<file path="config.mk">
export PLATFORM = sky130hd
export DESIGN_NAME = wshb_arbiter_flat
export DESIGN_NICKNAME = d
export VERILOG_FILES = /design/src/rtl/wshb_arbiter_if.sv /design/src/rtl/wshb_arbiter.sv /design/src/flat_wrapper.sv
export SDC_FILE = /design/constraint.sdc
export NUM_CORES = 1
export LEC_CHECK = 0
export CAP_MARGIN = 20
export CORE_AREA = 4 4 120 122
export CTS_CLUSTER_DIAMETER = 100
export DETAILED_ROUTE_END_ITERATION = 10
export DIE_AREA = 0 0 124 126
export GPL_TIMING_DRIVEN = 0
export HOLD_SLACK_MARGIN = 0.15
export PLACE_DENSITY = 0.66
export SETUP_SLACK_MARGIN = 0.4
export SLEW_MARGIN = 40
export SYNTH_ARGS = -nofsm -noshare
export SYNTH_HDL_FRONTEND = slang
export SYNTH_SLANG_ARGS = --single-unit
export TNS_END_PERCENT = 10
</file>
<file path="constraint.sdc">
create_clock -name wshb_clk -period 2.3 [get_ports wshb_clk]
set_input_delay 0.345 -clock wshb_clk [delete_from_list [all_inputs] [get_ports wshb_clk]]
set_output_delay 0.345 -clock wshb_clk [all_outputs]
set_load 0.05 [all_outputs]
</file>
<file path="src/rtl/wshb_arbiter_if.sv">
// Wishbone classic bus bundle between one master and one slave.
// Signals: cyc/stb/we/adr/dat_ms/sel travel master->slave; dat_sm/ack travel slave->master.
// Modports:
//   master - view of the side that issues cycles (drives cyc..sel, receives dat_sm/ack)
//   slave  - view of the side that answers cycles (receives cyc..sel, drives dat_sm/ack)
interface wshb_if #(
    parameter int unsigned AW = 32,
    parameter int unsigned DW = 32
) ();
    logic            cyc;
    logic            stb;
    logic            we;
    logic [AW-1:0]   adr;
    logic [DW-1:0]   dat_ms;
    logic [DW/8-1:0] sel;
    logic [DW-1:0]   dat_sm;
    logic            ack;

    modport master (output cyc, stb, we, adr, dat_ms, sel, input  dat_sm, ack);
    modport slave  (input  cyc, stb, we, adr, dat_ms, sel, output dat_sm, ack);
endinterface

</file>
<file path="src/rtl/wshb_arbiter.sv">
// Two-master, one-slave Wishbone classic arbiter with a per-grant burst limit.
// m0 (VGA reader) and m1 (frame writer) share one slave; ownership is re-decided
// at ack boundaries so a master that holds cyc continuously cannot starve the other.
// Ports:
//   wshb_clk  - sole clock
//   wshb_rst  - asynchronous active-high reset
//   m0, m1    - master-facing buses (slave modport: requests in, dat_sm/ack out)
//   s         - slave-facing bus (master modport: requests out, dat_sm/ack in)
//   grant     - one-hot owner status, bit0=m0, bit1=m1, 00 when nobody owns the bus
module wshb_arbiter #(
    parameter int unsigned MAX_BURST = 64,
    parameter int unsigned AW        = 32,
    parameter int unsigned DW        = 32
) (
    input  logic       wshb_clk,
    input  logic       wshb_rst,
    wshb_if.slave      m0,
    wshb_if.slave      m1,
    wshb_if.master     s,
    output logic [1:0] grant
);
    localparam int unsigned CW = $clog2(MAX_BURST + 1);
    localparam int unsigned SW = DW / 8;
    localparam logic [CW-1:0] CNT_LAST = CW'(MAX_BURST - 1);
    localparam logic [CW-1:0] CNT_SAT  = CW'(MAX_BURST);

    typedef enum logic [1:0] {
        IDLE   = 2'd0,
        GNT0   = 2'd1,
        GNT1   = 2'd2,
        SWITCH = 2'd3
    } state_e;

    state_e        state_q, state_d;
    logic          last_q, last_d;          // 1 = m1 held the bus last
    logic [CW-1:0] burst_cnt_q, burst_cnt_d;

    // Owner-relative views so GNT0/GNT1 share one set of transition rules
    logic own_id_c;
    logic own_cyc_c;
    logic oth_cyc_c;

    assign own_id_c  = (state_q == GNT1);
    assign own_cyc_c = own_id_c ? m1.cyc : m0.cyc;
    assign oth_cyc_c = own_id_c ? m0.cyc : m1.cyc;

    // State register
    always_ff @(posedge wshb_clk or posedge wshb_rst) begin
        if (wshb_rst) begin
            state_q     <= IDLE;
            last_q      <= 1'b1;
            burst_cnt_q <= '0;
        end else begin
            state_q     <= state_d;
            last_q      <= last_d;
            burst_cnt_q <= burst_cnt_d;
        end
    end

    // Next-state logic
    always_comb begin
        state_d     = state_q;
        last_d      = last_q;
        burst_cnt_d = burst_cnt_q;
        unique case (state_q)
            IDLE: begin
                if (m0.cyc && m1.cyc) begin
                    state_d = last_q ? GNT0 : GNT1;
                end else if (m0.cyc) begin
                    state_d = GNT0;
                end else if (m1.cyc) begin
                    state_d = GNT1;
                end
            end
            GNT0, GNT1: begin
                if (!own_cyc_c) begin
                    state_d     = IDLE;
                    last_d      = own_id_c;
                    burst_cnt_d = '0;
                end else if (s.ack) begin
                    // >= also covers a saturated counter when the other master shows up late
                    if (oth_cyc_c && (burst_cnt_q >= CNT_LAST)) begin
                        state_d     = SWITCH;
                        last_d      = own_id_c;
                        burst_cnt_d = '0;
                    end else if (burst_cnt_q != CNT_SAT) begin
                        burst_cnt_d = burst_cnt_q + CW'(1);
                    end
                end
            end
            SWITCH: begin
                if (last_q) begin
                    state_d = m0.cyc ? GNT0 : IDLE;
                end else begin
                    state_d = m1.cyc ? GNT1 : IDLE;
                end
            end
            default: state_d = IDLE;
        endcase
    end

    // Bus routing: owner's request to the slave, slave's ack only to the owner
    always_comb begin
        s.cyc    = 1'b0;
        s.stb    = 1'b0;
        s.we     = 1'b0;
        s.adr    = AW'(0);
        s.dat_ms = DW'(0);
        s.sel    = SW'(0);
        m0.ack   = 1'b0;
        m1.ack   = 1'b0;
        grant    = 2'b00;
        unique case (state_q)
            GNT0: begin
                s.cyc    = m0.cyc;
                s.stb    = m0.cyc & m0.stb;
                s.we     = m0.we;
                s.adr    = m0.adr;
                s.dat_ms = m0.dat_ms;
                s.sel    = m0.sel;
                m0.ack   = s.ack & m0.cyc;
                grant    = 2'b01;
            end
            GNT1: begin
                s.cyc    = m1.cyc;
                s.stb    = m1.cyc & m1.stb;
                s.we     = m1.we;
                s.adr    = m1.adr;
                s.dat_ms = m1.dat_ms;
                s.sel    = m1.sel;
                m1.ack   = s.ack & m1.cyc;
                grant    = 2'b10;
            end
            default: ;
        endcase
    end

    // Read data is broadcast; the ack alone tells a master the data is its own
    assign m0.dat_sm = s.dat_sm;
    assign m1.dat_sm = s.dat_sm;

endmodule

</file>
<file path="src/flat_wrapper.sv">
// flat-port wrapper written by rule: the top's interface ports become plain ports
module wshb_arbiter_flat 
#(
    parameter int unsigned MAX_BURST = 64,
    parameter int unsigned AW        = 32,
    parameter int unsigned DW        = 32
)
  (wshb_clk, wshb_rst, grant, m0_cyc, m0_stb, m0_we, m0_adr, m0_dat_ms, m0_sel, m0_dat_sm, m0_ack, m1_cyc, m1_stb, m1_we, m1_adr, m1_dat_ms, m1_sel, m1_dat_sm, m1_ack, s_cyc, s_stb, s_we, s_adr, s_dat_ms, s_sel, s_dat_sm, s_ack);
  wshb_if #(.AW(AW), .DW(DW)) m0_i ();
  wshb_if #(.AW(AW), .DW(DW)) m1_i ();
  wshb_if #(.AW(AW), .DW(DW)) s_i ();
  input  logic wshb_clk;
  input  logic wshb_rst;
  output logic [1:0] grant;
  input wire logic [$bits(m0_i.cyc)-1:0] m0_cyc;
  input wire logic [$bits(m0_i.stb)-1:0] m0_stb;
  input wire logic [$bits(m0_i.we)-1:0] m0_we;
  input wire logic [$bits(m0_i.adr)-1:0] m0_adr;
  input wire logic [$bits(m0_i.dat_ms)-1:0] m0_dat_ms;
  input wire logic [$bits(m0_i.sel)-1:0] m0_sel;
  output wire logic [$bits(m0_i.dat_sm)-1:0] m0_dat_sm;
  output wire logic [$bits(m0_i.ack)-1:0] m0_ack;
  input wire logic [$bits(m1_i.cyc)-1:0] m1_cyc;
  input wire logic [$bits(m1_i.stb)-1:0] m1_stb;
  input wire logic [$bits(m1_i.we)-1:0] m1_we;
  input wire logic [$bits(m1_i.adr)-1:0] m1_adr;
  input wire logic [$bits(m1_i.dat_ms)-1:0] m1_dat_ms;
  input wire logic [$bits(m1_i.sel)-1:0] m1_sel;
  output wire logic [$bits(m1_i.dat_sm)-1:0] m1_dat_sm;
  output wire logic [$bits(m1_i.ack)-1:0] m1_ack;
  output wire logic [$bits(s_i.cyc)-1:0] s_cyc;
  output wire logic [$bits(s_i.stb)-1:0] s_stb;
  output wire logic [$bits(s_i.we)-1:0] s_we;
  output wire logic [$bits(s_i.adr)-1:0] s_adr;
  output wire logic [$bits(s_i.dat_ms)-1:0] s_dat_ms;
  output wire logic [$bits(s_i.sel)-1:0] s_sel;
  input wire logic [$bits(s_i.dat_sm)-1:0] s_dat_sm;
  input wire logic [$bits(s_i.ack)-1:0] s_ack;
  assign m0_i.cyc = m0_cyc;
  assign m0_i.stb = m0_stb;
  assign m0_i.we = m0_we;
  assign m0_i.adr = m0_adr;
  assign m0_i.dat_ms = m0_dat_ms;
  assign m0_i.sel = m0_sel;
  assign m0_dat_sm = m0_i.dat_sm;
  assign m0_ack = m0_i.ack;
  assign m1_i.cyc = m1_cyc;
  assign m1_i.stb = m1_stb;
  assign m1_i.we = m1_we;
  assign m1_i.adr = m1_adr;
  assign m1_i.dat_ms = m1_dat_ms;
  assign m1_i.sel = m1_sel;
  assign m1_dat_sm = m1_i.dat_sm;
  assign m1_ack = m1_i.ack;
  assign s_cyc = s_i.cyc;
  assign s_stb = s_i.stb;
  assign s_we = s_i.we;
  assign s_adr = s_i.adr;
  assign s_dat_ms = s_i.dat_ms;
  assign s_sel = s_i.sel;
  assign s_i.dat_sm = s_dat_sm;
  assign s_i.ack = s_ack;
  wshb_arbiter #(.MAX_BURST(MAX_BURST), .AW(AW), .DW(DW)) u_core (.wshb_clk(wshb_clk), .wshb_rst(wshb_rst), .m0(m0_i), .m1(m1_i), .s(s_i), .grant(grant));
endmodule
</file>
==> flow_metrics.py, run 1 <==
metrics = {
    "synth": {
        "yosysTopAreaCell": "a22oi_1",
        "synth_top_cell_area_share_pct": 21.5,
        "synth_area_per_cell_um2": 7.38,
        "synth_area_um2": 2400,
        "synth-edff-count": 0,
        "ys_async_sr_fraction_pct": 100,
        "synth_cells": 326,
        "synth_fp_nets": 511,
        "synth_seq_cells": 10,
        "ys_seq_area_share_pct": 10.5,
        "synthFlopType": "dfrtp_1",
        "synthTopCellsByArea": "a22oi_1 22%, buf_4 20%, nor2b_1 19%",
        "synth_common_cells": "72 x nor2b_1, 69 x a22oi_1, 65 x buf_4",
        "synthDistinctLibCells": 40,
        "synth.most_common_cell": "nor2b_1",
        "ys.warnings.count": 0,
    },
    "final_layout": {
        "layout-drive-gt1-share_pct": 53.7,
        "post-route-util_pct": 51.7,
        "diodes": 0,
        "area_growth_pct": 183,
        "multi_input_area_um2": 2470,
        "nets": 812,
        "regArea_um2": 253,
        "fillCellCount": 1196,
    },
    "power": {
        "pwr-share-clk_pct": 3.9,
        "max-vdd-ir-drop_mv": 0.429,
        "power.leakage_uw": 0.00282,
        "p_int_uw": 4260,
        "power.density_nw_per_um2": 1280,
        "power.total_uw": 8720,
        "switchingPower_uw": 4460,
        "p_comb_share_pct": 92.8,
        "sw_frac_of_total_pct": 51.1,
        "power_frac_seq_pct": 3.3,
    },
    "floorplanning": {
        "coreArea_um2": 13200,
        "die_x_um": 124,
        "die-height_um": 126,
        "ios": 316,
        "rows": 42,
        "initial_utilization_pct": 18.2,
        "die_area_um2": 15600,
    },
    "sta": {
        "slew_headroom_pct": 64.4,
        "fmaxAchievable_mhz": 463,
        "setup_viol": 0,
        "slew_violations": 0,
        "rsz0062_at_grt": "yes",
        "hold_violations": 0,
        "tightest_slew_ns": 0.532,
        "fin_crit_ns": 2.16,
        "finalSetupTns_ns": 0,
        "clock_skew_ns": 0.00110,
        "setup_ws_ns": 0.141,
        "fin_crit_sh_pct": 93.9,
    },
    "clocking": {
        "clock_latency_ns": 0.24,
        "cts-root-buf": "clkbuf_16",
        "cts_sinks": 10,
        "clkTransAtPathRegs_ns": 0.04,
        "clockBufferDepth": 2,
        "cts_buffers": 3,
        "h-tree-depth": 1,
        "cts_tree": "built",
    },
    "grt": {
        "grt_usage_pct": 16.3,
        "grt-ovfl-total": 0,
        "antenna_found_initial": 0,
        "grt_max_degree": 12,
        "grt_pass1_wl_um": 20300,
        "grt_pass1_vias": 3735,
    },
    "drt": {
        "drc_errors": 0,
        "vias_per_cell": 4.38,
        "postRouteAntennaNets": 0,
        "dr.first_iter.drc_count": 130,
        "wl_per_cell_um": 17.9,
        "dr.pass1.iters": 4,
        "wirelength_um": 14300,
        "vias": 3514,
    },
    "run_status": {
        "status": "finished clean",
    },
    "job": {
        "cap_violations": 0,
    },
    "min_path": {
        "hold_path_class": "in -> async",
    },
    "placement": {
        "gp_congestion": 0.855,
        "hpwl_um": 11500,
        "portBuffers": 282,
        "place_worst_setup_slack_ns": -0.715,
    },
    "setup_path": {
        "crit_path_max_fanout": 3,
        "cp.arrival_ns": 1.81,
        "worstSetupPathType": "reg -> out",
        "worst_setup_path_end_kind": "primary output",
        "cp_data_required_time_ns": 1.96,
        "worstSetupStartpointType": "flip-flop",
    },
}
-- kinds of logic (layout without fill, tap and decap cells) --
family | Yosys count | in the layout | synth area share, %
AND/OR/NAND/NOR | 106 | 106 | 26.7
AO/OA/AOI/OAI | 97 | 97 | 30.4
multiplexers | 5 | 5 | 2.13
flip-flops | 10 | 10 | 10.5
adder cells (fa/ha/maj) | 8 | 8 | 4.16
XOR/XNOR | 1 | 1 | 0.364
buffers and inverters | 99 | 399 | 25.7
-- per-stage QoR --
stage | instances | area (um^2) | hold WS [ns]
6_report | 802 | 6810 | 0.408
5_1_grt | 802 | 6810 | 0.447
4_1_cts | 796 | 6570 | 0.418
3_5_place_dp | 784 | 6040 | 0.568
3_3_place_gp | 784 | 6040 | 0.554
2_1_floorplan | 326 | 2990 | 0.184
-- layer usage --
metal | global-route usage [%] | routed length (um)
met5 | 0 | 0
met4 | 1.35 | 93
met3 | 3.68 | 1300
met2 | 31.6 | 7700
met1 | 18.4 | 5230
-- layout make-up --
cell class,count,area share (%)
Timing Repair Buffer,296,42.8
Multi-Input combinational cell,217,36.2
Buffer,92,12.3
Sequential cell,10,3.71
Tap cell,176,3.23
Clock buffer,4,1.30
Inverter,7,0.386
-- sequential cells by signal, summed over array words and instances (netlist names) --
signal,cells
u_core.burst_cnt_q,7
u_core.state_q,2
u_core.last_q,1
-- final timing paths --
path                                       start                     to  slack [ns]  cells past startpoint
max in group asynchronous               wshb_rst          u_core.last_q        1.56                      2
min in group wshb_clk      u_core.burst_cnt_q[2]  u_core.burst_cnt_q[2]        0.60                      1
max reg2reg                    u_core.state_q[0]  u_core.burst_cnt_q[5]        0.21                      8
min reg2reg                u_core.burst_cnt_q[2]  u_core.burst_cnt_q[2]        0.60                      1
min                                     wshb_rst  u_core.burst_cnt_q[6]        0.41                      2
max                            u_core.state_q[0]               grant[1]        0.14                      4
-- placed cells by master (no fill, tap or decap), types with 4 or more instances in the layout --
cell type        count
clkdlybuf4s50_1    208
buf_4              125
nor2b_4             69
a22oi_2             68
buf_6               31
clkbuf_16            9
buf_8                8
o21ai_0              8
dfrtp_1              8
nand2_1              7
nor2_1               6
inv_1                5
ha_1                 5
nand2b_1             4
and3_1               4
a21oi_1              4
-- worst max-delay path, stage by stage (launching register included) --
cell	delay [ns]
dfrtp_1	0.39
inv_2	0.12
ha_4	0.16
buf_4	0.09
clkdlybuf4s50_1	0.81
-- power by group through the flow --
stage / combinational, uW / sequential, uW / clock (uW)
2_1_floorplan: 5060 / 267 / 0
3_3_place_gp: 6880 / 281 / 0
3_5_place_dp: 6930 / 284 / 0
4_1_cts: 7700 / 279 / 352
5_1_grt: 8460 / 293 / 365
6_report: 8090 / 288 / 342
-- repair_timing --
action	in CTS	in global routing
buffers inserted	7	3
pin swaps	10	6
gates resized for setup	558	47
gates cloned	1	3
hold buffers	0	0
endpoints found under the setup margin	85	85
(Power assumes the default switching activity.)
==> inputs of run 2 (changes only) <==
--- a/config.mk
+++ b/config.mk
@@ -7,13 +7,11 @@
 export LEC_CHECK = 0
 export CAP_MARGIN = 20
 export CORE_AREA = 4 4 120 122
-export CTS_CLUSTER_DIAMETER = 100
 export DETAILED_ROUTE_END_ITERATION = 10
 export DIE_AREA = 0 0 124 126
 export GPL_TIMING_DRIVEN = 0
 export HOLD_SLACK_MARGIN = 0.15
 export PLACE_DENSITY = 0.66
-export SETUP_SLACK_MARGIN = 0.4
 export SLEW_MARGIN = 40
 export SYNTH_ARGS = -nofsm -noshare
 export SYNTH_HDL_FRONTEND = slang
==> run 2 against run 1 <==
Core utilization shrank 9.0 points. First-iteration DRC count grew 10%. Critical path depth grew 4. Combinational power shrank 25%. Worst hold slack lost 0.00080 ns. Clock power shrank 5.8%. Clock skew grew 0.0050 ns. Via count shrank 1.5%. Flip-flop and latch count is the same. Routed wire length shrank 4.0%. Final cell count shrank 1.6%. Critical endpoint is now s_we.
==> flow_metrics.py, run 2 (same netlist as run 1, synthesis figures left out) <==
metrics = {
    "drt": {
        "vias": 3463,
        "dr.first_iter.drc_count": 143,
        "dr.pass1.iters": 4,
        "postRouteAntennaNets": 0,
        "vias_per_cell": 4.39,
        "wl_per_cell_um": 17.4,
        "drc_errors": 0,
        "wirelength_um": 13800,
    },
    "setup_path": {
        "crit_buf_inv": 5,
        "cp.arrival_ns": 1.86,
        "reg2reg_depth": 7,
        "crit_path_max_fanout": 10,
        "r2r_slack_ns": 0.23,
        "critPathSlowestCell": "dfrtp_2",
        "r2r-start": "u_core.state_q[0]",
        "worstSetupStartpointType": "flip-flop",
        "cp_data_required_time_ns": 1.96,
        "path_delay_family": "buffers and inverters",
        "reg2reg_to": "u_core.burst_cnt_q[5]",
        "worstSetupPathType": "reg -> out",
        "critPathMaxStageDelay_ns": 0.44,
        "worst_setup_path_end_kind": "primary output",
        "cp_cell_sequence": "inv_4 > ha_2 > buf_8 > buf_12 > clkbuf_8 > a22oi_1 > nor2b_2 > buf_6",
    },
    "sta": {
        "fmaxAchievable_mhz": 453,
        "slew_violations": 0,
        "slew_headroom_pct": 65.2,
        "setup_ws_ns": 0.0912,
        "fin_crit_ns": 2.21,
        "hold_slack_ns": 0.407,
        "tightest_slew_ns": 0.515,
        "setup_viol": 0,
        "rsz0062_at_grt": "yes",
        "clock_skew_ns": 0.00608,
        "hold_violations": 0,
        "finalSetupTns_ns": 0,
        "fin_crit_sh_pct": 96.0,
    },
    "clocking": {
        "clock_latency_ns": 0.24,
        "hold_buffers": 0,
        "clkTransAtPathRegs_ns": 0.04,
        "cts_buffers": 3,
        "clockBufferDepth": 2,
        "cts_tree": "built",
        "cts_sinks": 10,
        "h-tree-depth": 1,
        "cts-root-buf": "clkbuf_16",
    },
    "floorplanning": {
        "coreArea_um2": 13200,
        "die_x_um": 124,
        "initial_utilization_pct": 18.2,
        "die_area_um2": 15600,
        "rows": 42,
        "die-height_um": 126,
        "ios": 316,
    },
    "final_layout": {
        "post-route-util_pct": 42.6,
        "diodes": 0,
        "layout-drive-gt1-share_pct": 31.3,
        "nets": 799,
        "top_register": "u_core.burst_cnt_q",
        "layout_commonest_cell": "clkdlybuf4s50_1",
        "fillCellCount": 1324,
        "reg_top3": "u_core.burst_cnt_q (7), u_core.state_q (2), u_core.last_q (1)",
        "regArea_um2": 253,
        "area_growth_pct": 134,
        "multi_input_area_um2": 1590,
        "largest_register_ff_count": 7,
        "final_cell_mix": "208 x clkdlybuf4s50_1, 123 x buf_4, 69 x a22oi_1, 64 x nor2b_1, 17 x buf_6",
    },
    "placement": {
        "hpwl_um": 11600,
        "portBuffers": 282,
        "place_worst_setup_slack_ns": -1.21,
        "gp_congestion": 0.829,
    },
    "power": {
        "power.total_uw": 6660,
        "p_comb_share_pct": 90.9,
        "max-vdd-ir-drop_mv": 0.532,
        "p_int_uw": 2860,
        "pwr-share-clk_pct": 4.8,
        "sw_frac_of_total_pct": 57.1,
        "power_frac_seq_pct": 4.3,
        "power.density_nw_per_um2": 1180,
        "switchingPower_uw": 3800,
        "power.leakage_uw": 0.00236,
    },
    "grt": {
        "grt_usage_pct": 15.7,
        "grt_pass1_wl_um": 19300,
        "antenna_found_initial": 0,
        "grt_pass1_vias": 3545,
        "grt-ovfl-total": 0,
        "grt_max_degree": 11,
    },
    "run_status": {
        "status": "finished clean",
    },
    "min_path": {
        "hold_path_class": "in -> async",
    },
    "job": {
        "cap_violations": 0,
    },
}
run 2: changes by cell type in the layout (fill, tap and decap cells not counted), moves of 4 or more:
cell	change
nor2b_1	+61
nor2b_2	+8
a22oi_1	+68
clkbuf_16	-4
nor2b_4	-69
a22oi_2	-68
buf_6	-14
clkbuf_2	+4
buf_2	+7
buf_8	-7
run 2: what timing repair did:
| action | CTS | global route |
|---|---|---|
| setup endpoints to repair | 78 | 77 |
| gates cloned | 0 | 1 |
| buffers inserted | 0 | 1 |
| gates resized for setup | 487 | 31 |
| pin swaps | 0 | 1 |
run 2: worst max-delay path by stage:
| stage | from | to | slack [ns] | cells past startpoint |
|---|---|---|---|---|
| after global routing | u_core.state_q[0] | s_dat_ms[7] | -0.002 | 8 |
| after detailed placement | u_core.state_q[1] | s_stb | -1.21 | 7 |
| after CTS | u_core.state_q[1] | s_we | 0.009 | 6 |
| final | u_core.state_q[0] | s_we | 0.09 | 8 |
| after global placement | u_core.state_q[0] | s_dat_ms[24] | -1.17 | 8 |
| after floorplan | u_core.state_q[0] | s_adr[19] | -0.23 | 7 |
run 2: power by group through the flow:
stage	sequential (uW)	combinational [uW]	clock, uW
final	285	6050	322
after global routing	292	6430	333
after CTS	287	5950	323
after detailed placement	280	5780	0
after global placement	279	5730	0
after floorplan	266	3870	0
run 2: layer usage:
layer	vias up	global-route usage (%)	part of all wire, %
met5	-	0	0
li1	1666	-	-
met4	0	2.38	1.0
met1	1578	18.0	38
met2	206	29.4	51
met3	13	3.81	10
run 2: metrics by stage:
stage	cells	area, um^2
after floorplan	326	2420
after global placement	784	5460
after detailed placement	784	5460
after CTS	787	5520
after global routing	789	5630
final	789	5630
run 2: area by class of cell:
cell class | instances | area share (%)
Inverter | 7 | 0.512
Multi-Input combinational cell | 217 | 28.3
Clock buffer | 4 | 1.40
Sequential cell | 10 | 4.49
Timing Repair Buffer | 284 | 48.3
Buffer | 91 | 13.0
Tap cell | 176 | 3.91
run 2: worst reg2reg max path: stages (launching register included):
cell and delay [ns]:
dfrtp_2 0.44, inv_4 0.09, ha_2 0.21, buf_8 0.14, mux2i_2 0.39, o221a_4 0.30, a2111oi_4 0.06, a221o_1 0.32
